--- src/rtl/fetch_stage_pkg.sv ---
// ---------------------------------------------------------------------------
// fetch_stage_pkg
// Shared types and constants for the instruction fetch stage.
//   fetch_entry_t : one buffered fetch result {pc, instr}
//   INSTR_NOP     : canonical no-op encoding (addi x0, x0, 0)
//   align_word()  : clears the two byte-offset bits of an address
// ---------------------------------------------------------------------------
package fetch_stage_pkg;

  typedef struct packed {
    logic [31:0] pc;
    logic [31:0] instr;
  } fetch_entry_t;

  localparam logic [31:0] INSTR_NOP = 32'h0000_0013;

  function automatic logic [31:0] align_word(input logic [31:0] addr);
    return addr & 32'hFFFF_FFFC;
  endfunction

endpackage

--- src/rtl/fetch_fifo.sv ---
// ---------------------------------------------------------------------------
// fetch_fifo
// Synchronous FIFO with a single-cycle flush, used to buffer fetch results.
// Wrap-around read/write pointers; count tracks occupancy.
// Ports:
//   clk, reset     : clock, synchronous active-high reset
//   flush          : empties the FIFO at the next edge (push/pop ignored)
//   push,push_data : write one entry at the next edge
//   pop            : remove the head entry at the next edge (ignored if empty)
//   count          : number of stored entries
//   head           : oldest entry, all-zero when empty
// A push while full is accepted only when a pop frees the slot in the same
// cycle; otherwise it is a protocol violation caught by an assertion.
// ---------------------------------------------------------------------------
module fetch_fifo
  import fetch_stage_pkg::*;
#(
  parameter int DEPTH = 2,
  parameter type entry_t = fetch_entry_t,
  localparam int CW = $clog2(DEPTH + 1),
  localparam int PW = $clog2(DEPTH)
) (
  input  logic          clk,
  input  logic          reset,
  input  logic          flush,
  input  logic          push,
  input  entry_t        push_data,
  input  logic          pop,
  output logic [CW-1:0] count,
  output entry_t        head
);

  entry_t        mem [DEPTH];
  logic [PW-1:0] rd_ptr;
  logic [PW-1:0] wr_ptr;
  logic          full;
  logic          do_push;
  logic          do_pop;

  function automatic logic [PW-1:0] next_ptr(input logic [PW-1:0] p);
    return (p == PW'(DEPTH - 1)) ? '0 : p + PW'(1);
  endfunction

  assign full    = (count == CW'(DEPTH));
  assign do_pop  = pop && (count != '0);
  // A pop in the same cycle frees the slot, so full does not block the push.
  assign do_push = push && (!full || do_pop);

  always_ff @(posedge clk) begin
    if (reset || flush) begin
      rd_ptr <= '0;
      wr_ptr <= '0;
      count  <= '0;
    end else begin
      if (do_push) wr_ptr <= next_ptr(wr_ptr);
      if (do_pop)  rd_ptr <= next_ptr(rd_ptr);
      count <= count + CW'(do_push) - CW'(do_pop);
    end
  end

  // Storage carries no reset; only entries below count are ever observed.
  always_ff @(posedge clk) begin
    if (!reset && !flush && do_push) mem[wr_ptr] <= push_data;
  end

  assign head = (count != '0) ? mem[rd_ptr] : '0;

  push_into_full_a : assert property (@(posedge clk) disable iff (reset || flush)
    !(push && full && !pop));

endmodule

--- src/rtl/fetch_stage.sv ---
// ---------------------------------------------------------------------------
// fetch_stage
// Instruction fetch: owns the PC, issues word reads to a synchronous
// instruction memory (1-cycle latency), buffers {pc, instr} results and
// presents them to Decode through a valid/ready interface.
// Ports:
//   clk, reset      : clock, synchronous active-high reset
//   imem_en         : read request this cycle
//   imem_addr       : word-aligned byte address of the request (0 when idle)
//   imem_rdata      : data for the request made the previous cycle
//   redirect_valid  : discard all fetched work and restart at redirect_pc
//   redirect_pc     : new fetch PC (bits [1:0] forced to 0)
//   instr_out       : head instruction to Decode (0 when not valid)
//   pc_out          : head PC to Decode (0 when not valid)
//   valid_out       : head entry is valid
//   ready_in        : Decode accepts the head this cycle
//
// Handshake: a transfer happens in any cycle where valid_out && ready_in.
// valid_out never depends on ready_in, and once valid_out is high the head
// pc/instr hold until that transfer or a redirect/reset.
// ---------------------------------------------------------------------------
module fetch_stage
  import fetch_stage_pkg::*;
#(
  parameter logic [31:0] RESET_PC   = 32'h0000_0000,
  parameter int          FIFO_DEPTH = 2
) (
  input  logic        clk,
  input  logic        reset,
  output logic        imem_en,
  output logic [31:0] imem_addr,
  input  logic [31:0] imem_rdata,
  input  logic        redirect_valid,
  input  logic [31:0] redirect_pc,
  output logic [31:0] instr_out,
  output logic [31:0] pc_out,
  output logic        valid_out,
  input  logic        ready_in
);

  localparam int CW = $clog2(FIFO_DEPTH + 1);

  logic [31:0]   pc_reg;
  logic          inflight;
  logic [31:0]   inflight_pc;

  logic [CW-1:0] count;
  fetch_entry_t  head;
  fetch_entry_t  push_data;
  logic          pop;
  logic          push;
  logic          issue;
  logic [CW:0]   occupancy;

  assign valid_out = (count != '0);
  assign pop       = valid_out && ready_in;

  // Entries held after this edge if nothing new is requested: buffered plus
  // the one returning now, minus the one Decode takes. Keeping this below the
  // depth guarantees every returning word has a slot.
  assign occupancy = {1'b0, count} + (CW + 1)'(inflight) - (CW + 1)'(pop);
  assign issue     = !reset && !redirect_valid && (occupancy < (CW + 1)'(FIFO_DEPTH));

  assign imem_en   = issue;
  assign imem_addr = issue ? pc_reg : '0;

  // A response arriving in a redirect cycle belongs to the old path: drop it.
  assign push      = inflight && !redirect_valid && !reset;
  assign push_data = '{pc: inflight_pc, instr: imem_rdata};

  always_ff @(posedge clk) begin
    if (reset) begin
      pc_reg      <= RESET_PC;
      inflight    <= 1'b0;
      inflight_pc <= '0;
    end else if (redirect_valid) begin
      pc_reg      <= align_word(redirect_pc);
      inflight    <= 1'b0;
    end else begin
      inflight <= issue;
      if (issue) begin
        pc_reg      <= pc_reg + 32'd4;
        inflight_pc <= pc_reg;
      end
    end
  end

  fetch_fifo #(
    .DEPTH   (FIFO_DEPTH),
    .entry_t (fetch_entry_t)
  ) u_fifo (
    .clk       (clk),
    .reset     (reset),
    .flush     (redirect_valid),
    .push      (push),
    .push_data (push_data),
    .pop       (pop),
    .count     (count),
    .head      (head)
  );

  assign pc_out    = head.pc;
  assign instr_out = head.instr;

endmodule

--- config.mk ---
export PLATFORM = sky130hd
export DESIGN_NAME = fetch_stage
export DESIGN_NICKNAME = d
export VERILOG_FILES = /design/src/rtl/fetch_stage_pkg.sv /design/src/rtl/fetch_fifo.sv /design/src/rtl/fetch_stage.sv
export SDC_FILE = /design/constraint.sdc
export NUM_CORES = 1
export LEC_CHECK = 0
export ABC_AREA = 1
export CORE_ASPECT_RATIO = 1.75
export CORE_MARGIN = 1.5
export CORE_UTILIZATION = 50
export CTS_BUF_LIST = sky130_fd_sc_hd__clkbuf_4
export DETAILED_ROUTE_END_ITERATION = 10
export PLACE_DENSITY = 0.82
export SETUP_SLACK_MARGIN = 0.15
export SKIP_LAST_GASP = 1
export SLEW_MARGIN = 20
export SYNTH_ARGS = -nofsm -noshare
export SYNTH_HDL_FRONTEND = slang
export SYNTH_SLANG_ARGS = --single-unit
--- constraint.sdc ---
create_clock -name clk -period 11.4 [get_ports clk]
set_clock_uncertainty 0.15 [all_clocks]
set_input_delay 1.14 -clock clk [delete_from_list [all_inputs] [get_ports clk]]
set_output_delay 1.14 -clock clk [all_outputs]
set_load 0.02 [all_outputs]
# Word-level counts from Yosys, hierarchy flattened
# Memory sizes are Yosys's and may differ from the RTL's. A register that Yosys moved wholly into a read port is not among the register bits.
# Cells that the tools add are included.
[word_totals] register_bits=69 latchBits=0 ramBits=128 mem_bits_ro=0 in_bits=68 output_inout_bits=98 elab_cells=45 mem_count=1
[memory_table] name="u_fifo.mem" depth=2 word_bits=64 rd=1 rd_clocked_by_memory_dff=1 write_ports=1 line_no="fetch_fifo.sv:33" text="entry_t mem [DEPTH];"
[op_classes] n_addsub=7 mul=0 div=0 magnitude_cmp=1 n_eq_ne=1 shifts=0 muxes=10 bitwise_logic=1 n_reduce_logical=17
[ops] op="2-to-1 mux 32 bit" count=3
[ops] op="2-to-1 mux 64 bit" count=1
[ops] op="adder 32 x 3 -> 32 bit (second input constant)" count=1
[ops] op="logical AND 1 bit" count=8
[ops] op="2-to-1 mux 1 bit" count=6
[ops] op="nonzero test 2 bit" count=2
[ops] op="adder 2 x 1 -> 3 bit" count=1
[ops] op="logical NOT 1 bit" count=3
[ops] op="less-than comparator 3 x 2 -> 1 bit (second input constant)" count=1
[ops] op="subtractor 3 x 1 -> 3 bit" count=1
[ops] op="adder 1 bit (second input constant)" count=2
[ops] op="adder 2 x 1 -> 2 bit" count=1
[ops] op="== test 2 bit (second input constant)" count=1
[ops] op="logical OR 1 bit" count=2
[ops] op="AND reduction 2 bit" count=1
[ops] op="OR reduction 2 bit" count=1
[ops] op="subtractor 2 x 1 -> 2 bit" count=1
[ops] op="inverter 1 bit" count=1

# Longest topological paths before layout
# Gate-level depths: netlist of run 1.
[logic_depth] ltp_word=8 mapped_depth=19 ltp_nobuf=16

# Modules after synthesis
# A second synthesis of run 1 with hierarchy kept.
[unflattened] cells_unflattened=967 area_unflattened_um2=8727.1
[by_module_without_submodules] mod="fetch_fifo" n_inst=1 cells_per_inst=385 area_per_inst_um2=5147.4 seq_area_each_um2=3943.8
[by_module_without_submodules] mod="fetch_stage" n_inst=1 cells_per_inst=582 area_per_inst_um2=3579.7 seq_area_each_um2=1221.2

# Least setup slack after synthesis of run 1
# No wires, ideal clock.
[synth_timing] path_kind="input to register" start="input port redirect_valid" end="memory u_fifo.mem[0][0] (netlist bit) (enable)" setup_ns=0.484 arrival_ns=4.209 required_time_ns=10.766 path_slack_ns=6.557 path_stages=4 n_path_buf=1 cell_sequence="inv_2 -> buf_2 -> nand4_1 -> nor2_1"
[synth_between] elab_chain_cells=7 word_cells_on_any_way=8 classes_between="mux: 2; reduce/logical: 6"
[synth_rtl] item="from (decl)" line_no="fetch_stage.sv:33" text="input logic redirect_valid,"
[synth_rtl] item="logical NOT 1 bit *" line_no="fetch_fifo.sv:63, fetch_stage.sv:68"
[synth_rtl] item="logical AND 1 bit (2 in series)" line_no="fetch_stage.sv:68" text="assign push = inflight && !redirect_valid && !reset;"
[synth_rtl] item="logical AND 1 bit" line_no="fetch_fifo.sv:47" text="assign do_push = push && (!full || do_pop);"
[synth_rtl] item="logical AND 1 bit *" line_no="fetch_fifo.sv:63" text="if (!reset && !flush && do_push) mem[wr_ptr] <= push_data;"
[synth_rtl] item="2-to-1 mux 1 bit *" line_no="fetch_fifo.sv:63"
[synth_rtl] item="2-to-1 mux 1 bit (not written as such) *" line_no="fetch_fifo.sv:63"
[synth_rtl] item="to (decl)" line_no="fetch_fifo.sv:33"
# Mark *: on every way between the ends. The rest lies on a longest branch, timed or not.

# Worst setup path after layout of run 1
[layout_timing] start="input port ready_in" end="output port imem_addr[7]"
[layout_between] elab_chain_cells=5
[layout_rtl] item="from (decl)" line_no="fetch_stage.sv:38" text="input logic ready_in"
[layout_rtl] item="logical AND 1 bit" line_no="fetch_stage.sv:56" text="assign pop = valid_out && ready_in;"
[layout_rtl] item="subtractor 3 x 1 -> 3 bit" line_no="fetch_stage.sv:61" text="assign occupancy = {1'b0, count} + (CW + 1)'(inflight) - (CW + 1)'(pop);"
[layout_rtl] item="less-than comparator 3 x 2 -> 1 bit" line_no="fetch_stage.sv:62" text="assign issue = !reset && !redirect_valid && (occupancy < (CW + 1)'(FIFO_DEPTH));"
[layout_rtl] item="logical AND 1 bit" line_no="fetch_stage.sv:62"
[layout_rtl] item="2-to-1 mux 32 bit" line_no="fetch_stage.sv:65" text="assign imem_addr = issue ? pc_reg : '0;"
[layout_rtl] item="to (decl)" line_no="fetch_stage.sv:31" text="output logic [31:0] imem_addr,"
# No other way between the ends.

==> PnR_summary.wiki, run 1 <==
{| class="wikitable"
! Metric !! Value
|-
| Count of pins over their slew limit || 0
|-
| Count of hold-fix buffers inserted at cts || 0
|-
| Endpoint kind of the worst setup timing path || output pin
|-
| CTS H-tree depth || 4
|-
| Number of library cell types mapped by synthesis || 31
|-
| Count of endpoints failing setup in the final report || 0
|-
| Global-route wire length before repair || 29600 µm
|-
| Max-cap violation count || 0
|-
| Util after Layout || 0.630
|-
| Die area || 0.0176 mm²
|-
| Routability cong. || 0.947
|-
| Total power density per cell area || 118 mW/mm²
|-
| Final-report hold violation count || 0
|-
| R2R setup slack || 7.43 ns
|-
| Drt pass-1 iters || 5
|-
| Met2 demand-to-capacity share in global routing || 0.403
|-
| Global routing usage on met3 || 0.0330
|-
| Maximum fanout encountered on the critical timing path || 80
|-
| TritonCTS clock tree || done
|-
| Num CTS Buffers || 17
|-
| Multi-input logic area || 0.00272 mm²
|-
| Kind of start point of the critical path || input port
|-
| Wirelength per Cell || 14.2 µm
|-
| Die width || 101 µm
|-
| Number of top-level pins || 166
|-
| Cell area after technology mapping || 0.00839 mm²
|-
| Unrepaired setup endpoints after global routing || no
|-
| Arrival time reported for the critical path endpoint || 4.84 ns
|-
| Slew Limit Headroom || 0.401
|-
| CTS clock-pin slew for the worst setup and hold paths || 0.14 ns
|-
| Top library cells by usage in the layout, fill and taps aside || nand2_1 (305), clkdlybuf4s50_1 (159), edfxtp_1 (124), inv_1 (100), a21oi_1 (92)
|-
| DRC || 0
|-
| Total global routing overflow || 0
|-
| Final net count || 1167
|-
| Number of warnings issued by yosys || 0
|-
| Maximum number of pins on one net before global-route repair || 81
|-
| Status || completed
|-
| Busiest metal layer after global routing || met2
|-
| Static Leakage || 3.88 nW
|-
| Postcts setup bufs || 0
|-
| Crit Path Class || in -> out
|-
| Summed negative setup slack over all endpoints || 0 ns
|-
| Flip-flop and latch area || 0.00505 mm²
|-
| Sum of routed wire length over all layers || 19000 µm
|-
| Vias || 6633
|-
| Data required time of the critical path || 10.11 ns
|-
| Instance count of the mapped netlist || 953
|-
| Final hold slack || 0.320 ns
|-
| Synthesized area per cell || 8.80 µm²
|-
| Height of the chip || 174 µm
|-
| Number of port buffers || 159
|-
| Combined global-route utilization of all metal layers || 0.218
|-
| Worst-Skew Late Latency || 0.56 ns
|-
| Period utilisation layout || 0.537
|-
| Effective utilization at floorplan || 0.510
|-
| Number of clock sinks seen by CTS || 190
|-
| Area of all placed cells without fillers || 0.0104 mm²
|-
| Layout fillers || 1399
|-
| Number of flip-flops in the largest register || 124
|-
| Number of nets still failing antenna checks after routing || 0
|-
| Layout cells sized above 1 || 0.0587
|-
| Number of vias per cell || 4.98
|-
| Core Footprint || 0.0164 mm²
|-
| Post-place instance area || 0.0101 mm²
|-
| Achievable clock frequency || 0.163 GHz
|-
| FP Rows || 62
|-
| Violation count after the first detailed-route iteration || 233
|-
| Sequential area share after synthesis || 0.601
|-
| Flops & latches, synth || 190
|-
| Vias in the first global route || 6167
|-
| Antenna violations before repair || 1
|-
| Global-route track usage on met1 || 0.230
|-
| Worst Hold Class || reg -> reg
|-
| Layout overhead on the synthesized area || 23.6%
|-
| Resized Gates After CTS || 0
|-
| Detail Placement HPWL || 12900 µm
|-
| Max VDD drop || 0.0000806 V
|-
| Transition time at the pin with the least slew margin || 0.899 ns
|-
| Commonest non-fill, non-tap cell in the layout || nand2_1
|-
| Final critical path time including I/O delays and setup || 6.13 ns
|-
| Clk root buf || clkbuf_4
|-
| Clk buf depth || 2
|}
[worst max-delay path, stage by stage]
cell	delay [ns]
clkdlybuf4s50_1	0.48
inv_1	0.07
nor2_1	0.11
ha_1	0.24
inv_1	0.05
nand2_1	0.05
fa_1	0.48
inv_1	0.06
nor2_4	0.12
nand2_4	0.46
inv_2	0.67
nand2_1	0.13
inv_1	0.11
clkdlybuf4s50_1	0.61
[Yosys cell counts]
cell type    n  area [µm²]
or2_2        2        12.5
xnor2_1      1        8.76
inv_1      100         375
nor2_1      90         338
nand2_1    305        1140
nand3_1     60         300
o21ai_0     14        70.1
buf_1        8        30.0
edfxtp_1   124        3720
ha_1         4        50.1
buf_2        6        30.0
a31oi_1      3        18.8
and2_1       1        6.26
buf_4        6        45.0
a21oi_1     92         460
inv_6        1        8.76
clkbuf_1    19        71.3
dfxtp_1     66        1320
nor2_2      12        75.1
nor3_1      13        65.1
fa_1         1        20.0
conb_1       1        3.75
buf_6        7        78.8
nand4_1      1        6.26
a22oi_1      1        7.51
nand2_4      2        22.5
nand2_2      1        6.26
nor3b_1      2        15.0
inv_2        4        15.0
nor2_4       2        22.5
xor2_1       4        35.0
[metal layers]
metal	share of wire	wire, µm	vias to the layer above
met4	0.037	705	0
met3	0.043	825	41
li1	-	-	3356
met2	0.54	10300	207
met1	0.38	7190	3029
met5	0	0	-
[power breakdown]
group | switching (mW) | internal (mW)
clock | 0.235 | 0.116
combinational | 0.0640 | 0.0495
sequential | 0.0138 | 0.749
[path summary, 6_finish.rpt]
kind	depth (start not counted)	to	from
setup / recovery	14	imem_addr[7]	ready_in
hold / removal	0	u_fifo.mem[0][63]	inflight_pc[31]
setup reg to reg	13	pc_reg[6]	u_fifo.count[1]
hold reg to reg	0	u_fifo.mem[0][63]	inflight_pc[31]
[cell families (layout without fill, tap and decap cells)]
family,Yosys count,count (layout),share of synthesized area
simple gates,491,491,0.240
flops,190,190,0.601
buf+inv,151,302,0.0780
compound gates,110,110,0.0664
fa+ha+maj,5,5,0.00835
xor+xnor,5,5,0.00522
other cells,1,5,0.000447
[final cells by class]
class	count	area share
sequential	190	0.487
clock buffer	17	0.0123
multi-input combinational	615	0.263
antenna	1	0.000241
inverter	105	0.0386
clock inverter	15	0.0146
timing repair buffer	165	0.158
tap	224	0.0270
[through the flow]
stage	worst slack, ns	instances	power, mW
2_1_floorplan	6.56	956	0.843
3_3_place_gp	5.28	1299	0.887
3_5_place_dp	5.25	1299	0.891
4_1_cts	5.15	1331	1.24
5_1_grt	4.88	1332	1.28
6_report	5.27	1332	1.23
Power figures use the tool's default switching activity.
==> run 2: changes to the inputs <==
Clock period 11.4 ns to 6 ns, I/O delays scaled along.
==> PnR_summary.wiki, run 2 (same netlist as run 1, synthesis figures left out) <==
{| class="wikitable"
! Metric !! Value
|-
| Status || completed (unchanged)
|-
| Combinational cell fraction of total power || 0.092 (about the same)
|-
| Most common cell on crit path || inv_1 (unchanged)
|-
| CTS clock-pin slew for the worst setup and hold paths || 0.17 ns (was 0.14 ns)
|-
| Drt pass-1 iters || 8 (was 5)
|-
| Crit path capture || imem_addr[7] (unchanged)
|-
| Commonest non-fill, non-tap cell in the layout || nand2_1 (unchanged)
|-
| Postcts setup bufs || 0 (unchanged)
|-
| Routability cong. || 0.984 (was 0.947)
|-
| Layout overhead on the synthesized area || 23.9% (was 23.6%)
|-
| Non-filler instance count after layout || 1334 (was 1332)
|-
| Number of top-level pins || 166 (unchanged)
|-
| Unrepaired setup endpoints after global routing || no (unchanged)
|-
| Number of instances in the placed design || 1301 (was 1299)
|-
| Number of nets still failing antenna checks after routing || 0 (unchanged)
|-
| TritonCTS clock tree || done (unchanged)
|-
| Endpoint kind of the worst setup timing path || output pin (unchanged)
|-
| Util after Layout || 0.632 (was 0.630)
|-
| Kind of start point of the critical path || input port (unchanged)
|-
| Global-route wire length before repair || 30000 µm (was 29600 µm)
|-
| Share of total power in sequential cells || 0.618 (was 0.622)
|-
| Internal power || 1.75 mW (was 914 µW)
|-
| Flip-flop and latch area || 0.00505 mm² (unchanged)
|-
| Height of the chip || 174 µm (unchanged)
|-
| Endpoint of the lowest-slack register-to-register path || pc_reg[16] (was pc_reg[6])
|-
| Core Footprint || 0.0164 mm² (unchanged)
|-
| Violation count after the first detailed-route iteration || 311 (was 233)
|-
| Arrival time reported for the critical path endpoint || 3.90 ns (was 4.84 ns)
|-
| Transition time at the pin with the least slew margin || 0.899 ns (about the same)
|-
| Count of pins over their slew limit || 0 (unchanged)
|-
| Antenna violations before repair || 1 (unchanged)
|-
| Worst Hold Class || reg -> reg (unchanged)
|-
| Data required time of the critical path || 5.25 ns (was 10.11 ns)
|-
| FP Rows || 62 (unchanged)
|-
| Number of buffers and inverters on the critical path || 7 (unchanged)
|-
| Vias || 6655 (was 6633)
|-
| Summed negative setup slack over all endpoints || 0 ns (unchanged)
|-
| Slew Limit Headroom || 0.400 (was 0.401)
|-
| Effective utilization at floorplan || 0.510 (unchanged)
|-
| Combined global-route utilization of all metal layers || 0.221 (was 0.218)
|-
| Final net count || 1169 (was 1167)
|-
| Max-cap violation count || 0 (unchanged)
|-
| Total global routing overflow || 0 (unchanged)
|-
| Switching power of the nets || 602 µW (was 312 µW)
|-
| Total power density per cell area || 226 mW/mm² (was 118 mW/mm²)
|-
| Resized Gates After CTS || 0 (unchanged)
|-
| Static Leakage || 3.89 nW (was 3.88 nW)
|-
| Post-place instance area || 0.0101 mm² (about the same)
|-
| Crit path cell chain || clkdlybuf4s50_1 > inv_1 > nor2_1 > ha_1 > inv_1 > nand2_1 > fa_1 > inv_1 > nor2_4 > nand2_4 > inv_2 > nand2_1 > inv_1 > clkdlybuf4s50_1 (unchanged)
|-
| Die area || 0.0176 mm² (unchanged)
|-
| Period utilisation layout || 0.776
|-
| Maximum fanout encountered on the critical timing path || 59 (was 80)
|-
| Number of clock sinks seen by CTS || 190 (unchanged)
|-
| Count of hold-fix buffers inserted at cts || 0 (unchanged)
|-
| Vias in the first global route || 6277 (was 6167)
|-
| Clock share of power || 0.290 (was 0.286)
|-
| WP depth || 14 (unchanged)
|-
| Count of endpoints failing setup in the final report || 0 (unchanged)
|-
| Clk root buf || clkbuf_4 (unchanged)
|-
| Biggest cell delay along the critical path || 0.61 ns (was 0.67 ns)
|-
| Startpoint of the worst hold path || inflight_pc[24] (was inflight_pc[31])
|-
| Maximum number of pins on one net before global-route repair || 65 (was 81)
|-
| Detail Placement HPWL || 13200 µm (was 12900 µm)
|-
| Layout fillers || 1405 (was 1399)
|-
| Crit Path Class || in -> out (unchanged)
|-
| Number of port buffers || 159 (unchanged)
|-
| Num CTS Buffers || 17 (unchanged)
|-
| Wirelength per Cell || 14.4 µm (was 14.2 µm)
|-
| Top library cells by usage in the layout, fill and taps aside || nand2_1 (305), clkdlybuf4s50_1 (159), edfxtp_1 (124), inv_1 (100), a21oi_1 (92) (unchanged)
|-
| Clk buf depth || 2 (unchanged)
|-
| Multi-input logic area || 0.00272 mm² (unchanged)
|-
| Area of all placed cells without fillers || 0.0104 mm² (about the same)
|-
| Final critical path time including I/O delays and setup || 4.65 ns
|-
| Achievable clock frequency || 0.215 GHz
|-
| Number of flip-flops in the largest register || 124 (unchanged)
|-
| DRC || 0 (unchanged)
|-
| Sum of routed wire length over all layers || 19300 µm (was 19000 µm)
|-
| Die width || 101 µm (unchanged)
|-
| Final-report hold violation count || 0 (unchanged)
|-
| Max VDD drop || 0.000118 V (was 0.0000806 V)
|-
| Switching fraction of total power || 0.256 (was 0.255)
|-
| Layout cells sized above 1 || 0.0604 (was 0.0587)
|-
| Number of vias per cell || 4.99 (was 4.98)
|-
| Worst-Skew Late Latency || 0.54 ns (was 0.56 ns)
|-
| Slowest cell on the critical path || clkdlybuf4s50_1 (was inv_2)
|-
| Cell family with the largest share of critical-path delay || buffers and inverters (unchanged)
|-
| R2R setup slack || 2.78 ns (was 7.43 ns)
|-
| CTS H-tree depth || 4 (unchanged)
|-
| Worst reg-to-reg path cell count || 13 (unchanged)
|-
| Critical path origin || ready_in (unchanged)
|-
| Startpoint of the worst-slack reg-to-reg timing path || u_fifo.count[1] (unchanged)
|}
run 2: cell count changes in the layout (fill, tap and decap cells not counted):
cell and delta:
clkinvlp_4 -1, clkinv_4 -1, clkbuf_4 +1, clkinv_8 +1, buf_4 +2
run 2: stage by stage:
stage	setup WS (ns)	total power, mW	hold slack, ns
after floorplan	1.70	1.60	0.276
after global placement	1.38	1.69	0.282
after detailed placement	1.32	1.69	0.286
after CTS	1.31	2.37	0.307
after global routing	1.16	2.44	0.330
final	1.35	2.35	0.322
run 2: final cells by class:
cell class	count	area share
sequential	190	0.486
multi-input combinational	615	0.262
timing repair buffer	167	0.159
inverter	105	0.0385
tap	224	0.0270
clock inverter	14	0.0146
clock buffer	18	0.0130
antenna	1	0.000241
run 2: worst min path at each step:
stage                     slack, ns  depth (start not counted)                end
after global routing           0.33                          0  u_fifo.mem[1][38]
after CTS                      0.31                          0  u_fifo.mem[0][56]
after global placement         0.28                          0  u_fifo.mem[0][37]
final                          0.32                          0  u_fifo.mem[0][56]
after floorplan                0.28                          0  u_fifo.mem[0][34]
after detailed placement       0.29                          0  u_fifo.mem[1][43]
run 2: power groups by stage:
stage,clock [mW],sequential (mW),combinational (mW)
finish,0.681,1.45,0.217
global route,0.747,1.45,0.239
floorplan,0,1.47,0.130
global placement,0,1.48,0.213
CTS,0.700,1.45,0.218
detailed placement,0,1.48,0.216
run 2: worst reg2reg max path: stages, from the launching register on:
cell	delay (ns)
dfxtp_1	0.54
nor2_4	0.05
nor2_1	0.09
ha_1	0.23
inv_1	0.06
nand2_1	0.07
fa_1	0.48
inv_1	0.06
nor2_4	0.12
nand2_4	0.35
inv_2	0.41
buf_4	0.32
nand3_1	0.11
a21oi_1	0.14
run 2: routing by layer:
layer | wire length (µm) | global-route usage
met1 | 7330 | 0.236
met4 | 641 | 0.103
met3 | 779 | 0.0306
met2 | 10500 | 0.416
met5 | 0 | 0
==> run 3: changes to the inputs <==
Clock period 6 ns to 4.7 ns, I/O delays scaled along.
==> PnR_summary.wiki, run 3 (same netlist as run 1, synthesis figures left out) <==
{| class="wikitable"
! Metric !! Value
|-
| Period utilisation layout || 0.870
|-
| Final net count || 1172 (was 1169)
|-
| Number of port buffers || 159 (unchanged)
|-
| Clk root buf || clkbuf_4 (unchanged)
|-
| Number of nets still failing antenna checks after routing || 0 (unchanged)
|-
| Resized Gates After CTS || 0 (unchanged)
|-
| CTS H-tree depth || 4 (unchanged)
|-
| Critical path origin || u_fifo.count[1] (was ready_in)
|-
| Count of pins over their slew limit || 0 (unchanged)
|-
| Final-report hold violation count || 0 (unchanged)
|-
| Crit Path Class || reg -> out (was in -> out)
|-
| Minimum setup slack in the final design || 0.613 ns (was 1.35 ns)
|-
| Post-place instance area || 0.0101 mm² (about the same)
|-
| Postcts setup bufs || 0 (unchanged)
|-
| Max-cap violation count || 0 (unchanged)
|-
| Endpoint of the lowest-slack register-to-register path || pc_reg[8] (was pc_reg[16])
|-
| Slew Limit Headroom || 0.423 (was 0.400)
|-
| Global-route wire length before repair || 30500 µm (was 30000 µm)
|-
| CTS clock-pin slew for the worst setup and hold paths || 0.15 ns (was 0.17 ns)
|-
| Achievable clock frequency || 0.245 GHz
|-
| Summed negative setup slack over all endpoints || 0 ns (unchanged)
|-
| Minimum setup slack after placement || 0.675 ns (was 1.32 ns)
|-
| Crit path capture || imem_addr[7] (unchanged)
|-
| Layout cells sized above 1 || 0.0629 (was 0.0604)
|-
| Arrival time reported for the critical path endpoint || 3.47 ns (was 3.90 ns)
|-
| Count of hold-fix buffers inserted at cts || 0 (unchanged)
|-
| Combined global-route utilization of all metal layers || 0.225 (was 0.221)
|-
| Drt pass-1 iters || 5 (was 8)
|-
| Core Footprint || 0.0164 mm² (unchanged)
|-
| Number of vias per cell || 4.96 (was 4.99)
|-
| Antenna violations before repair || 1 (unchanged)
|-
| Number of top-level pins || 166 (unchanged)
|-
| Area of all placed cells without fillers || 0.0105 mm² (was 0.0104 mm²)
|-
| Startpoint of the worst-slack reg-to-reg timing path || u_fifo.count[1] (unchanged)
|-
| Number of clock sinks seen by CTS || 190 (unchanged)
|-
| Die area || 0.0176 mm² (unchanged)
|-
| Wirelength per Cell || 14.4 µm (about the same)
|-
| Transition time at the pin with the least slew margin || 0.865 ns (was 0.899 ns)
|-
| Data required time of the critical path || 4.08 ns (was 5.25 ns)
|-
| Unrepaired setup endpoints after global routing || no (unchanged)
|-
| Worst Hold Class || reg -> reg (unchanged)
|-
| Total global routing overflow || 0 (unchanged)
|-
| Top library cells by usage in the layout, fill and taps aside || nand2_1 (305), clkdlybuf4s50_1 (159), edfxtp_1 (124), inv_1 (100), a21oi_1 (92) (unchanged)
|-
| Endpoint kind of the worst setup timing path || output pin (unchanged)
|-
| Final critical path time including I/O delays and setup || 4.09 ns
|-
| Detail Placement HPWL || 13400 µm (was 13200 µm)
|-
| DRC || 0 (unchanged)
|-
| Sum of routed wire length over all layers || 19300 µm (about the same)
|-
| Layout fillers || 1381 (was 1405)
|-
| Kind of start point of the critical path || flip-flop (was input port)
|-
| R2R setup slack || 1.81 ns (was 2.78 ns)
|-
| Violation count after the first detailed-route iteration || 257 (was 311)
|-
| Clk buf depth || 2 (unchanged)
|-
| FP Rows || 62 (unchanged)
|-
| Max VDD drop || 0.000148 V (was 0.000118 V)
|-
| Worst reg-to-reg path cell count || 16 (was 13)
|-
| Static Leakage || 3.94 nW (was 3.89 nW)
|-
| Vias in the first global route || 6379 (was 6277)
|-
| Layout overhead on the synthesized area || 24.7% (was 23.9%)
|-
| Maximum number of pins on one net before global-route repair || 65 (unchanged)
|-
| Number of flip-flops in the largest register || 124 (unchanged)
|-
| TritonCTS clock tree || done (unchanged)
|-
| Height of the chip || 174 µm (unchanged)
|-
| Status || completed (unchanged)
|-
| Routability cong. || 0.962 (was 0.984)
|-
| Worst-Skew Late Latency || 0.57 ns (was 0.54 ns)
|-
| Die width || 101 µm (unchanged)
|-
| Total power density per cell area || 293 mW/mm² (was 226 mW/mm²)
|-
| Num CTS Buffers || 17 (unchanged)
|-
| Vias || 6632 (was 6655)
|-
| Util after Layout || 0.636 (was 0.632)
|-
| Effective utilization at floorplan || 0.510 (unchanged)
|-
| Commonest non-fill, non-tap cell in the layout || nand2_1 (unchanged)
|-
| Maximum fanout encountered on the critical timing path || 21 (was 59)
|-
| Count of endpoints failing setup in the final report || 0 (unchanged)
|}
run 3: worst min-delay path by stage:
stage / from / endpoint / slack (ns) / cells past startpoint
2_1_floorplan: inflight_pc[2] / u_fifo.mem[0][34] / 0.28 / 0
3_3_place_gp: inflight_pc[27] / u_fifo.mem[0][59] / 0.28 / 0
3_5_place_dp: inflight_pc[5] / u_fifo.mem[0][37] / 0.29 / 0
4_1_cts: imem_rdata[18] / u_fifo.mem[0][18] / 0.28 / 1
5_1_grt: imem_rdata[16] / u_fifo.mem[1][16] / 0.27 / 1
6_report: inflight_pc[5] / u_fifo.mem[0][37] / 0.32 / 0
run 3: final cells by class:
class / count / area, µm² / area share
Sequential cell: 190 / 5050 / 0.482
Multi-Input combinational cell: 615 / 2720 / 0.260
Timing Repair Buffer: 170 / 1700 / 0.162
Inverter: 105 / 400 / 0.0383
Tap cell: 224 / 280 / 0.0268
Clock inverter: 15 / 185 / 0.0177
Clock buffer: 17 / 128 / 0.0122
Antenna cell: 1 / 2.50 / 0.000239
run 3: where the power goes:
group	switching [mW]	internal (mW)
combinational	0.157	0.125
sequential	0.0334	1.82
clock	0.550	0.380
total	0.740	2.32
run 3: per-layer routing:
layer / vias to the layer above / wire (µm) / track usage
li1: 3369 / - / -
met1: 3016 / 7380 / 0.240
met2: 198 / 10200 / 0.406
met3: 49 / 751 / 0.0366
met4: 0 / 926 / 0.138
met5: - / 0 / 0
run 3: through the flow:
| stage | cells | power [mW] | hold WS (ns) |
|---|---|---|---|
| floorplan | 956 | 2.04 | 0.276 |
| global placement | 1304 | 2.16 | 0.283 |
| detailed placement | 1304 | 2.17 | 0.286 |
| CTS | 1336 | 3.09 | 0.282 |
| global route | 1337 | 3.19 | 0.273 |
| finish | 1337 | 3.06 | 0.318 |
run 3: worst max-delay path, stage by stage, from the launching register on:
cell and delay [ns]:
dfxtp_1 0.54, nor2_4 0.05, nor2_1 0.10, ha_1 0.24
inv_1 0.06, nand2_1 0.05, fa_1 0.47, inv_1 0.06
nor2_4 0.12, nand2_4 0.16, inv_2 0.24, nand2_1 0.12
inv_1 0.08, clkdlybuf4s50_1 0.61
